### config.mk
export PLATFORM = sky130hd
export DESIGN_NAME = dispatch_router_flat
export DESIGN_NICKNAME = d
export VERILOG_FILES = /design/src/rtl/issue_pkg.sv /design/src/rtl/dispatch_router_if.sv /design/src/rtl/busy_scoreboard.sv /design/src/rtl/dispatch_router.sv /design/src/flat_wrapper.sv
export SDC_FILE = /design/constraint.sdc
export NUM_CORES = 1
export LEC_CHECK = 0
export ABC_AREA = 1
export BUFFER_PORTS_ARGS = -buffer_cell sky130_fd_sc_hd__buf_2
export CAP_MARGIN = 30
export CORE_ASPECT_RATIO = 0.5
export CORE_MARGIN = 1
export CORE_UTILIZATION = 52
export CTS_BUF_LIST = sky130_fd_sc_hd__clkbuf_8
export DETAILED_ROUTE_END_ITERATION = 6
export PLACE_DENSITY_LB_ADDON = 0.3
export REMOVE_ABC_BUFFERS = 1
export SLEW_MARGIN = 25
export SYNTH_ARGS = -nofsm -noshare
export SYNTH_HDL_FRONTEND = slang
export SYNTH_SLANG_ARGS = --single-unit
### constraint.sdc
create_clock -name CLK -period 1.2 [get_ports CLK]
set_input_delay 0.06 -clock CLK [delete_from_list [all_inputs] [get_ports CLK]]
set_output_delay 0.06 -clock CLK [all_outputs]
set_load 0.02 [all_outputs]
### src/rtl/issue_pkg.sv
// Shared issue-stage definitions: widths, entry field positions and the
// packed LSQ / IQ entry formats pushed by the dispatch router.
package issue_pkg;

    localparam int REG_SPEC_BITS = 6;
    localparam int ROB_PTR_BITS  = 6;
    localparam int PHYS_REGS     = 64;
    localparam int LSQ_DATA_W    = 72;
    localparam int IQ_DATA_W     = 64;

    // LSQ entry field LSB positions
    localparam int LSQ_INSTR_LSB = 0;
    localparam int LSQ_ROBP_LSB  = 32;
    localparam int LSQ_OP_LSB    = 38;
    localparam int LSQ_IMM_LSB   = 44;
    localparam int LSQ_SR_LSB    = 60;
    localparam int LSQ_DR_LSB    = 66;

    // IQ entry field LSB positions
    localparam int IQ_INSTR_LSB  = 0;
    localparam int IQ_ROBP_LSB   = 32;
    localparam int IQ_OP_LSB     = 38;
    localparam int IQ_SR1_LSB    = 44;
    localparam int IQ_R1_BIT     = 50;
    localparam int IQ_SR2_LSB    = 51;
    localparam int IQ_R2_BIT     = 57;
    localparam int IQ_DR_LSB     = 58;

    typedef struct packed {
        logic [REG_SPEC_BITS-1:0] dr;
        logic [REG_SPEC_BITS-1:0] sr;
        logic [15:0]              imm;
        logic [5:0]               op;
        logic [ROB_PTR_BITS-1:0]  robp;
        logic [31:0]              instr;
    } lsq_entry_t;

    typedef struct packed {
        logic [REG_SPEC_BITS-1:0] dr;
        logic                     r2;
        logic [REG_SPEC_BITS-1:0] sr2;
        logic                     r1;
        logic [REG_SPEC_BITS-1:0] sr1;
        logic [5:0]               op;
        logic [ROB_PTR_BITS-1:0]  robp;
        logic [31:0]              instr;
    } iq_entry_t;

endpackage

### src/rtl/dispatch_router_if.sv
// Rename-side handshake plus LSQ / IQ push ports of the dispatch router.
// master = rename / issue-stage side, slave = dispatch router.
interface dispatch_router_if;
    import issue_pkg::*;

    logic                     in_valid_IN;
    logic                     in_ready_OUT;
    logic [31:0]              in_instr_IN;
    logic [5:0]               in_op_IN;
    logic [15:0]              in_imm_IN;
    logic [REG_SPEC_BITS-1:0] in_src1_IN;
    logic [REG_SPEC_BITS-1:0] in_src2_IN;
    logic [REG_SPEC_BITS-1:0] in_dest_IN;
    logic                     in_is_mem_IN;
    logic                     LSQ_full_IN;
    logic                     IQ_full_IN;
    logic                     push_LSQ_OUT;
    logic                     push_IQ_OUT;
    logic [LSQ_DATA_W-1:0]    LSQ_Data_OUT;
    logic [IQ_DATA_W-1:0]     IQ_Data_OUT;

    modport master (
        output in_valid_IN, in_instr_IN, in_op_IN, in_imm_IN,
               in_src1_IN, in_src2_IN, in_dest_IN, in_is_mem_IN,
               LSQ_full_IN, IQ_full_IN,
        input  in_ready_OUT, push_LSQ_OUT, push_IQ_OUT,
               LSQ_Data_OUT, IQ_Data_OUT
    );

    modport slave (
        input  in_valid_IN, in_instr_IN, in_op_IN, in_imm_IN,
               in_src1_IN, in_src2_IN, in_dest_IN, in_is_mem_IN,
               LSQ_full_IN, IQ_full_IN,
        output in_ready_OUT, push_LSQ_OUT, push_IQ_OUT,
               LSQ_Data_OUT, IQ_Data_OUT
    );

endinterface

### src/rtl/busy_scoreboard.sv
// Physical-register busy scoreboard. Dispatch sets busy[dest]; each valid
// writeback/forward broadcast clears busy[tag]; set beats clear on the same
// register; flush clears everything. Read ports see same-cycle wakeups.
module busy_scoreboard
    import issue_pkg::*;
(
    input  logic                     CLK,
    input  logic                     RESET,
    input  logic                     clear_all,
    input  logic                     set_en,
    input  logic [REG_SPEC_BITS-1:0] set_tag,
    input  logic [REG_SPEC_BITS-1:0] wake_tag_0,
    input  logic                     wake_vld_0,
    input  logic [REG_SPEC_BITS-1:0] wake_tag_1,
    input  logic                     wake_vld_1,
    input  logic [REG_SPEC_BITS-1:0] wake_tag_2,
    input  logic                     wake_vld_2,
    input  logic [REG_SPEC_BITS-1:0] rd_tag_1,
    input  logic [REG_SPEC_BITS-1:0] rd_tag_2,
    output logic                     rd_ready_1,
    output logic                     rd_ready_2
);

    logic [PHYS_REGS-1:0] busy_r;
    logic [PHYS_REGS-1:0] busy_nxt_s;
    logic [PHYS_REGS-1:0] wake_mask_s;
    logic [PHYS_REGS-1:0] set_mask_s;

    // Decode broadcasts and the dispatch set into masks, then next busy state
    always_comb begin
        wake_mask_s = (wake_vld_0 ? (64'd1 << wake_tag_0) : 64'd0)
                    | (wake_vld_1 ? (64'd1 << wake_tag_1) : 64'd0)
                    | (wake_vld_2 ? (64'd1 << wake_tag_2) : 64'd0);
        set_mask_s  = set_en ? (64'd1 << set_tag) : 64'd0;
        if (clear_all) begin
            busy_nxt_s = '0;
        end else begin
            busy_nxt_s = (busy_r & ~wake_mask_s) | set_mask_s;
        end
    end

    // Busy vector register
    always_ff @(posedge CLK or negedge RESET) begin
        if (!RESET) begin
            busy_r <= '0;
        end else begin
            busy_r <= busy_nxt_s;
        end
    end

    // Ready lookup: register 0 never waits; a same-cycle broadcast bypasses
    always_comb begin
        rd_ready_1 = (rd_tag_1 == 6'd0) | ~busy_r[rd_tag_1] | wake_mask_s[rd_tag_1];
        rd_ready_2 = (rd_tag_2 == 6'd0) | ~busy_r[rd_tag_2] | wake_mask_s[rd_tag_2];
    end

endmodule

### src/rtl/dispatch_router.sv
// Dispatch router: accepts one renamed instruction per cycle, stamps it with
// the ROB pointer and pushes it (registered) to the LSQ or the IQ.
// Optional feature macro: DISPATCH_PERF_CNT_EN adds saturating stall and
// dispatch counters (stall_cycles_OUT, dispatched_OUT).
module dispatch_router
    import issue_pkg::*;
(
    input  logic                     CLK,
    input  logic                     RESET,
    input  logic                     FREEZE,
    input  logic                     ROB_full_IN,
    dispatch_router_if.slave         bus,
    input  logic [REG_SPEC_BITS-1:0] fwd_reg_1,
    input  logic [REG_SPEC_BITS-1:0] fwd_reg_2,
    input  logic [REG_SPEC_BITS-1:0] LS_fwd_reg,
    input  logic                     fwd_data_1_WB,
    input  logic                     fwd_data_2_WB,
    input  logic                     LS_fwd_data_WB,
    input  logic                     flush_IN,
    input  logic [ROB_PTR_BITS-1:0]  flush_robp_IN
`ifdef DISPATCH_PERF_CNT_EN
    ,
    output logic [31:0]              stall_cycles_OUT,
    output logic [31:0]              dispatched_OUT
`endif
);

    logic                    target_full_s;
    logic                    ready_s;
    logic                    accept_s;
    logic                    rdy1_s;
    logic                    rdy2_s;
    logic [ROB_PTR_BITS-1:0] robp_r;
    logic                    push_lsq_r;
    logic                    push_iq_r;
    lsq_entry_t              lsq_entry_s;
    iq_entry_t               iq_entry_s;
    lsq_entry_t              lsq_data_r;
    iq_entry_t               iq_data_r;

    // Accept rule: a full queue only stalls instructions headed for it
    always_comb begin
        target_full_s = bus.in_is_mem_IN ? bus.LSQ_full_IN : bus.IQ_full_IN;
        ready_s       = ~FREEZE & ~flush_IN & ~ROB_full_IN & ~target_full_s;
        accept_s      = bus.in_valid_IN & ready_s;
    end

    busy_scoreboard u_sb (
        .CLK        (CLK),
        .RESET      (RESET),
        .clear_all  (flush_IN),
        .set_en     (accept_s && (bus.in_dest_IN != 6'd0)),
        .set_tag    (bus.in_dest_IN),
        .wake_tag_0 (fwd_reg_1),
        .wake_vld_0 (fwd_data_1_WB),
        .wake_tag_1 (fwd_reg_2),
        .wake_vld_1 (fwd_data_2_WB),
        .wake_tag_2 (LS_fwd_reg),
        .wake_vld_2 (LS_fwd_data_WB),
        .rd_tag_1   (bus.in_src1_IN),
        .rd_tag_2   (bus.in_src2_IN),
        .rd_ready_1 (rdy1_s),
        .rd_ready_2 (rdy2_s)
    );

    // Pack the incoming instruction into both entry formats
    always_comb begin
        lsq_entry_s       = '0;
        lsq_entry_s.instr = bus.in_instr_IN;
        lsq_entry_s.robp  = robp_r;
        lsq_entry_s.op    = bus.in_op_IN;
        lsq_entry_s.imm   = bus.in_imm_IN;
        lsq_entry_s.sr    = bus.in_src1_IN;
        lsq_entry_s.dr    = bus.in_dest_IN;

        iq_entry_s        = '0;
        iq_entry_s.instr  = bus.in_instr_IN;
        iq_entry_s.robp   = robp_r;
        iq_entry_s.op     = bus.in_op_IN;
        iq_entry_s.sr1    = bus.in_src1_IN;
        iq_entry_s.r1     = rdy1_s;
        iq_entry_s.sr2    = bus.in_src2_IN;
        iq_entry_s.r2     = rdy2_s;
        iq_entry_s.dr     = bus.in_dest_IN;
    end

    // ROB pointer and registered push ports; flush outranks any accept
    always_ff @(posedge CLK or negedge RESET) begin
        if (!RESET) begin
            robp_r     <= '0;
            push_lsq_r <= 1'b0;
            push_iq_r  <= 1'b0;
            lsq_data_r <= '0;
            iq_data_r  <= '0;
        end else if (flush_IN) begin
            robp_r     <= flush_robp_IN;
            push_lsq_r <= 1'b0;
            push_iq_r  <= 1'b0;
        end else if (accept_s) begin
            robp_r <= robp_r + 6'd1;
            if (bus.in_is_mem_IN) begin
                push_lsq_r <= 1'b1;
                push_iq_r  <= 1'b0;
                lsq_data_r <= lsq_entry_s;
            end else begin
                push_lsq_r <= 1'b0;
                push_iq_r  <= 1'b1;
                iq_data_r  <= iq_entry_s;
            end
        end else begin
            push_lsq_r <= 1'b0;
            push_iq_r  <= 1'b0;
        end
    end

    assign bus.in_ready_OUT = ready_s;
    assign bus.push_LSQ_OUT = push_lsq_r;
    assign bus.push_IQ_OUT  = push_iq_r;
    assign bus.LSQ_Data_OUT = lsq_data_r;
    assign bus.IQ_Data_OUT  = iq_data_r;

`ifdef DISPATCH_PERF_CNT_EN
    logic        stall_s;
    logic [31:0] stall_cnt_r;
    logic [31:0] disp_cnt_r;

    assign stall_s = bus.in_valid_IN & ~ready_s & ~FREEZE;

    // Saturating performance counters, cleared only by reset
    always_ff @(posedge CLK or negedge RESET) begin
        if (!RESET) begin
            stall_cnt_r <= '0;
            disp_cnt_r  <= '0;
        end else begin
            if (stall_s && (stall_cnt_r != 32'hFFFF_FFFF)) begin
                stall_cnt_r <= stall_cnt_r + 32'd1;
            end else begin
                stall_cnt_r <= stall_cnt_r;
            end
            if (accept_s && (disp_cnt_r != 32'hFFFF_FFFF)) begin
                disp_cnt_r <= disp_cnt_r + 32'd1;
            end else begin
                disp_cnt_r <= disp_cnt_r;
            end
        end
    end

    assign stall_cycles_OUT = stall_cnt_r;
    assign dispatched_OUT   = disp_cnt_r;
`endif

endmodule

### src/flat_wrapper.sv
// flat-port wrapper written by rule: the top's interface ports become plain ports
module dispatch_router_flat import issue_pkg::*;
  (CLK, RESET, FREEZE, ROB_full_IN, fwd_reg_1, fwd_reg_2, LS_fwd_reg, fwd_data_1_WB, fwd_data_2_WB, LS_fwd_data_WB, flush_IN, flush_robp_IN, bus_in_valid_IN, bus_in_instr_IN, bus_in_op_IN, bus_in_imm_IN, bus_in_src1_IN, bus_in_src2_IN, bus_in_dest_IN, bus_in_is_mem_IN, bus_LSQ_full_IN, bus_IQ_full_IN, bus_in_ready_OUT, bus_push_LSQ_OUT, bus_push_IQ_OUT, bus_LSQ_Data_OUT, bus_IQ_Data_OUT);
  dispatch_router_if bus_i ();
  input  logic CLK;
  input  logic RESET;
  input  logic FREEZE;
  input  logic ROB_full_IN;
  input  logic [REG_SPEC_BITS-1:0] fwd_reg_1;
  input  logic [REG_SPEC_BITS-1:0] fwd_reg_2;
  input  logic [REG_SPEC_BITS-1:0] LS_fwd_reg;
  input  logic fwd_data_1_WB;
  input  logic fwd_data_2_WB;
  input  logic LS_fwd_data_WB;
  input  logic flush_IN;
  input  logic [ROB_PTR_BITS-1:0] flush_robp_IN;
  input wire logic [$bits(bus_i.in_valid_IN)-1:0] bus_in_valid_IN;
  input wire logic [$bits(bus_i.in_instr_IN)-1:0] bus_in_instr_IN;
  input wire logic [$bits(bus_i.in_op_IN)-1:0] bus_in_op_IN;
  input wire logic [$bits(bus_i.in_imm_IN)-1:0] bus_in_imm_IN;
  input wire logic [$bits(bus_i.in_src1_IN)-1:0] bus_in_src1_IN;
  input wire logic [$bits(bus_i.in_src2_IN)-1:0] bus_in_src2_IN;
  input wire logic [$bits(bus_i.in_dest_IN)-1:0] bus_in_dest_IN;
  input wire logic [$bits(bus_i.in_is_mem_IN)-1:0] bus_in_is_mem_IN;
  input wire logic [$bits(bus_i.LSQ_full_IN)-1:0] bus_LSQ_full_IN;
  input wire logic [$bits(bus_i.IQ_full_IN)-1:0] bus_IQ_full_IN;
  output wire logic [$bits(bus_i.in_ready_OUT)-1:0] bus_in_ready_OUT;
  output wire logic [$bits(bus_i.push_LSQ_OUT)-1:0] bus_push_LSQ_OUT;
  output wire logic [$bits(bus_i.push_IQ_OUT)-1:0] bus_push_IQ_OUT;
  output wire logic [$bits(bus_i.LSQ_Data_OUT)-1:0] bus_LSQ_Data_OUT;
  output wire logic [$bits(bus_i.IQ_Data_OUT)-1:0] bus_IQ_Data_OUT;
  assign bus_i.in_valid_IN = bus_in_valid_IN;
  assign bus_i.in_instr_IN = bus_in_instr_IN;
  assign bus_i.in_op_IN = bus_in_op_IN;
  assign bus_i.in_imm_IN = bus_in_imm_IN;
  assign bus_i.in_src1_IN = bus_in_src1_IN;
  assign bus_i.in_src2_IN = bus_in_src2_IN;
  assign bus_i.in_dest_IN = bus_in_dest_IN;
  assign bus_i.in_is_mem_IN = bus_in_is_mem_IN;
  assign bus_i.LSQ_full_IN = bus_LSQ_full_IN;
  assign bus_i.IQ_full_IN = bus_IQ_full_IN;
  assign bus_in_ready_OUT = bus_i.in_ready_OUT;
  assign bus_push_LSQ_OUT = bus_i.push_LSQ_OUT;
  assign bus_push_IQ_OUT = bus_i.push_IQ_OUT;
  assign bus_LSQ_Data_OUT = bus_i.LSQ_Data_OUT;
  assign bus_IQ_Data_OUT = bus_i.IQ_Data_OUT;
  dispatch_router u_core (.CLK(CLK), .RESET(RESET), .FREEZE(FREEZE), .ROB_full_IN(ROB_full_IN), .bus(bus_i), .fwd_reg_1(fwd_reg_1), .fwd_reg_2(fwd_reg_2), .LS_fwd_reg(LS_fwd_reg), .fwd_data_1_WB(fwd_data_1_WB), .fwd_data_2_WB(fwd_data_2_WB), .LS_fwd_data_WB(LS_fwd_data_WB), .flush_IN(flush_IN), .flush_robp_IN(flush_robp_IN));
endmodule
==> run summary, run 1 <==
The sequential element share of the synthesized area was 0.405; the total clock buffers created by CTS was 30. After technology mapping, the gate count stands at 1838. The mapped netlist covers 12800 um^2. Aggregate global-route resource usage: 0.828.

The tools report the CTS H-tree depth as 1. Dividing the synthesized area by the synthesized cell count gives 6.99 um^2. Row generation in the floorplan step produced 40 rows. The initial standard-cell utilization of the core was 0.533; the count of buffers from port buffering was 246.

The type of pin the worst path ends at is a sequential cell input. The logs give 159 for the total congestion overflow and 45600 um for the HPWL after detailed placement. For this design, the sink count on the clock tree is 208. In this run the cell area measured after placement is 17400 um^2. The die is 113 um tall. The run gives 1.11 as the placer's final routability congestion estimate. The stage where the flow stopped is 5_1_grt.

The first error in the log reads "[ERROR GRT-0232] Routing congestion too high. Check the congestion heatmap in the GUI". The number of synthesized register bits was 208. The flow did not finish.

Entering global routing, the biggest net connects 71 pins. The I/O pin total is 247, and the total of warnings raised by yosys is 0. Counting along the longest clock path gives a buffer depth of 3.

The tools report the cell at the root of the clock tree as sky130_fd_sc_hd__clkbuf_8. Once global-route timing repair stopped, the endpoint with the least setup slack was u_core.bus.IQ_Data_OUT[50]$_DFFE_PN0P_/D. The die boundary width was 224 um; the distinct cell type count after synthesis was 35.
[metal layers]
layer  GRT overflow  track usage
met5              2        0.436
met2             56        0.948
met1             26        0.854
met3             16        0.728
met4             59        0.766
[synthesized netlist by cell type, drive strengths merged]
| master | count | area [um^2] |
|---|---|---|
| a21oi | 109 | 546 |
| clkbuf | 56 | 210 |
| nor2 | 131 | 559 |
| o221ai | 4 | 35.0 |
| xor2 | 3 | 26.3 |
| or2 | 2 | 12.5 |
| ha | 1 | 12.5 |
| nor4 | 3 | 33.8 |
| nand4 | 202 | 1260 |
| dfrtp | 208 | 5200 |
| nand3b | 1 | 7.51 |
| nand3 | 219 | 1100 |
| nor3 | 11 | 76.3 |
| nand2 | 503 | 1900 |
| o21ai | 139 | 696 |
| a22oi | 8 | 60.1 |
| xnor2 | 1 | 8.76 |
| o211ai | 20 | 150 |
| a211oi | 1 | 7.51 |
| buf | 80 | 415 |
| a221oi | 1 | 8.76 |
| a21boi | 1 | 7.51 |
| inv | 132 | 495 |
| and3 | 2 | 12.5 |
[through the flow]
step / std cells / utilization / setup WS, ns
4_1_cts: 2872 / 0.831 / -0.472
3_5_place_dp: 2684 / 0.720 / -0.770
3_3_place_gp: 2684 / 0.720 / -0.792
2_1_floorplan: 1702 / - / -0.924
[cell families after synthesis]
| family | synth area share |
|---|---|
| buf+inv | 0.0873 |
| compound gates | 0.118 |
| flops | 0.405 |
| simple gates | 0.386 |
| fa+ha+maj | 0.000974 |
| xor+xnor | 0.00273 |
[repair_timing]
action / 4_1_cts
endpoints found under the setup margin: 126
buffers inserted: 57
gates cloned: 0
hold buffers: 76
resized for setup: 248
endpoints found under the hold margin: 364
pin swaps: 4
==> run 2, diff against run 1 <==
Settings changed: CORE_ASPECT_RATIO 0.5 to unset, CORE_UTILIZATION 52 to 40, CTS_BUF_LIST sky130_fd_sc_hd__clkbuf_8 to unset, PLACE_DENSITY_LB_ADDON 0.3 to 0.15.
Clock period 1.2 ns to 1.6 ns, I/O delays scaled along.
==> run 2 against run 1 <==
Compared with the run above: the flow now finishes, with violations (setup timing); synthesized area unchanged; synthesized cell count unchanged.
==> run summary, run 2 <==
The worst slack on hold paths was 0.0335 ns. Sorting the synthesized cells by area gives the leading types as sky130_fd_sc_hd__dfrtp_1 (41%), sky130_fd_sc_hd__nand2_1 (15%), sky130_fd_sc_hd__nand4_1 (9.8%). After detailed routing, the average wire length per cell comes to 21.6 um.

The number of enable flip-flop cells after synthesis is 0 (unchanged), and the share of synthesized registers carrying an async set or reset is 1.00 (unchanged). The clock arrives with 0.0128 ns of skew. The residual antenna-violating net count after detailed routing was 0.

Total of warnings raised by yosys: 0 (unchanged). The leading cell type in the layout, fill and taps excluded is sky130_fd_sc_hd__nand2_1. The total power density per cell area was 883 nW/um^2; the largest net degree at the start of global routing was 72. The die boundary width came out at 181 um (-19%). The pre-antenna-repair detailed-routing pass consisted of 6 iterations.

On the worst path, the slowest cell contributes a delay of 0.37 ns. The area of all placed cells without fillers is 19000 um^2. The critical path in this run is classified as register to register.

HPWL after detailed placement: 45500 um (-0.18%). In the synthesized netlist the dominant register cell turns out to be sky130_fd_sc_hd__dfrtp_1. At the later pin of the worst-skew pair, clock insertion delay measures 0.55 ns. The count of buffering cells on the critical path with inverters included was 1; the number of flip-flops under the largest register name was 72. Aggregate global-route resource usage: 0.371. The number of global-route vias before repair is 15272. After detailed routing, the number of vias per cell comes to 5.68. The number of synthesized register bits came out at 208 (unchanged).

The count of vias placed by the detailed router was 16224; the y dimension of the die was 181 um (+60%). For the total instance count after detailed placement, the log shows 2736 (+1.9%). The signal on the critical path passes through inv_2 -> nand2_1 -> o211ai_1 -> nand3_1 -> o211ai_1 -> nand3_1 -> nand3_2 -> a21oi_2 -> nand3_1 -> nor2_1 -> nor2_1. The total count of max-transition violations in the final report is 0, and the post-detailed-routing wire length is 61800 um.

The floorplan step defined a core boundary enclosing 31600 um^2. The tools report the post-route met1 wirelength as 25300 um. The shortest clock period the worst path allows after layout was 1.62 ns.

The global-route wire length before repair came out at 92100 um. Max-cap violations in this run came to 0. Maximum root-to-sink buffer count: 3 (unchanged). sky130_fd_sc_hd__dfrtp_1 takes more of the synthesized area than any other cell. For the setup slack after placement, the log shows -0.402 ns (+0.368 ns).

The final reports fail on setup timing. Total congestion overflow: 0. Hold violation count in the final report: 0. The kind of cell with the highest combined delay along the critical path is simple AND/OR/NAND/NOR gates.

The logs give 1838 (unchanged) for the synthesized instance count and 2.04 ns for the data required time at the worst endpoint. The worst slew margin relative to its limit is 0.379, and the fraction of layout cells with a size suffix above 1 is 0.301. The run finished, with violations left.

Summed over all failing endpoints, the final setup total negative slack is -0.0313 ns. For the row count, the log shows 65 (+63%). The CTS H-tree depth was 1 (unchanged); the proportion of netlist area held by the largest area contributor was 0.405 (unchanged). The instance area after placement was 17400 um^2 (+0.15%); the synthesized area per cell was 6.99 um^2 (unchanged).

The count of final setup violators came out at 2. For the reported leakage power, the log shows 9.44 nW. After synthesis, the most frequently instantiated cells are sky130_fd_sc_hd__nand2_1 (500), sky130_fd_sc_hd__nand3_1 (219), sky130_fd_sc_hd__dfrtp_1 (208), sky130_fd_sc_hd__nand4_1 (202), sky130_fd_sc_hd__inv_1 (123). The peak fanout along the critical path came out at 2.

The library cell contributing the largest single delay on the critical path was sky130_fd_sc_hd__dfrtp_1. The path class of the tightest hold or removal check is primary input to register. Based on the critical path, the design can be clocked at up to 0.617 GHz. The top cell types in the final layout, fill and taps aside, are sky130_fd_sc_hd__nand2_1 (497), sky130_fd_sc_hd__buf_4 (350), sky130_fd_sc_hd__buf_2 (245), sky130_fd_sc_hd__nand3_1 (214), sky130_fd_sc_hd__dfrtp_1 (207).

Setup repair after global routing could not meet its margin everywhere. The worst setup path is captured at a register. The tree is rooted in a sky130_fd_sc_hd__clkbuf_16. For the worst setup slack after layout, the log shows -0.0204 ns. Cell type with the highest occurrence count on the critical path: sky130_fd_sc_hd__nand3_1. The I/O pin total was 247 (unchanged). The portion of the clock cycle consumed by the worst path in the final layout is 1.01. The distinct cell type count after synthesis came out at 35 (unchanged). The full die area came out at 32800 um^2. Nature of the critical path startpoint: a register. The highest metal layer used by the detailed router is met4. The run gives 1.00 (-10%) as the placer's final routability congestion estimate. The initial antenna violation count is 1, and the iteration-0 DRC count of the detailed router is 1793. For the total clock buffers created by CTS, the log shows 25 (-17%). The tools report the number of remaining DRC errors as 0.

For this run, the post-layout net count is 2546. For the number of clock sinks, the log shows 208 (unchanged). STA puts the critical path data arrival time at 2.06 ns. For the summed instance area of the synthesized netlist, the log shows 12800 um^2 (unchanged).

The sequential element share of the synthesized area is 0.405 (unchanged). Amount of wire on met2 after detailed routing: 28100 um. The count of buffers from port buffering is 246 (unchanged).

For the pin with the worst max-slew slack, the measured transition is 0.931 ns. TritonCTS built the clock tree. The tools report the number of standard cells in the final layout excluding fillers as 2855. The initial standard-cell utilization of the core was 0.407 (-0.125); the post-CTS clock slew at the launch and capture registers of the worst setup and hold paths was 0.07 ns. Most frequent cell after synthesis: sky130_fd_sc_hd__nand2_1.

IR analysis of the VDD net gives a maximum drop of 1.07 mV. The logs give 0 for the total inserted antenna cells and 5610 um for the routed wire length on met3. The area growth from synthesis to layout is 48.2%.
## run 2: cell counts after synthesis
No cell type changed its count.
## run 2: final cells by class
cell class                      instances  area, um^2
Clock buffer                           33         676
Tap cell                              402         503
Multi-Input combinational cell       1362        6610
Inverter                              132         499
Timing Repair Buffer                  708        5410
Clock inverter                         10         135
Fill cell                            2923       12500
Sequential cell                       208        5210
## run 2: logic make-up after synthesis
family | count (synthesis) | share of synthesized area
AOI/OAI and AO/OA | 283 | 0.118
xor gates and xnor gates | 4 | 0.00273
buffers and inverters | 268 | 0.0873
and+or+nand+nor | 1074 | 0.386
DFF | 208 | 0.405
adders and majority gates | 1 | 0.000974
## run 2: through the flow
| step | utilization | power (mW) |
|---|---|---|
| 2_1_floorplan | - | 8.51 |
| 4_1_cts | 0.601 | 16.9 |
| 3_5_place_dp | 0.552 | 10.9 |
| 3_3_place_gp | 0.552 | 10.8 |
| 6_report | 0.603 | 16.8 |
| 5_1_grt | 0.603 | 17.5 |
## run 2: repair_timing
| action | in CTS | in global routing |
|---|---|---|
| endpoints found under the setup margin | 2 | 4 |
| pin swaps | 4 | 23 |
| buffers inserted | 2 | 4 |
| gates cloned | 0 | 0 |
| endpoints found under the hold margin | 322 | 0 |
| hold buffers | 70 | 0 |
| gates resized for setup | 10 | 20 |
## run 2: worst reg2reg max path, delay by kind of cell (launching register included)
family	cells	cell delay [ns]
flops	1	0.37
compound gates	3	0.43
simple gates	7	0.66
buf+inv	1	0.06
## run 2: worst paths after layout
check	start	end	slack [ns]	cells after the start
setup / recovery	u_core.u_sb.busy_r[11]	u_core.bus.IQ_Data_OUT[57]	-0.02	11
hold / removal	bus_in_dest_IN[4]	u_core.u_sb.busy_r[11]	0.03	5
setup reg to reg	u_core.u_sb.busy_r[11]	u_core.bus.IQ_Data_OUT[57]	-0.02	11
hold reg to reg	u_core.bus.LSQ_Data_OUT[58]	u_core.bus.LSQ_Data_OUT[58]	0.47	2
max in group asynchronous	RESET	u_core.bus.IQ_Data_OUT[41]	0.86	3
min in group asynchronous	RESET	u_core.u_sb.busy_r[22]	0.06	2
## run 2: layer usage
layer,global-route usage,vias up
li1,-,7488
met1,0.489,7673
met2,0.595,876
met3,0.0710,187
met4,0.154,0
met5,0,-
## run 2: where the power goes
group	internal, mW	leakage (nW)	switching, mW	total (mW)
combinational	1.65	6.30	2.96	4.61
sequential	6.00	2.75	0.407	6.41
clock	3.44	0.397	2.36	5.80
Power figures use the tool's default switching activity.
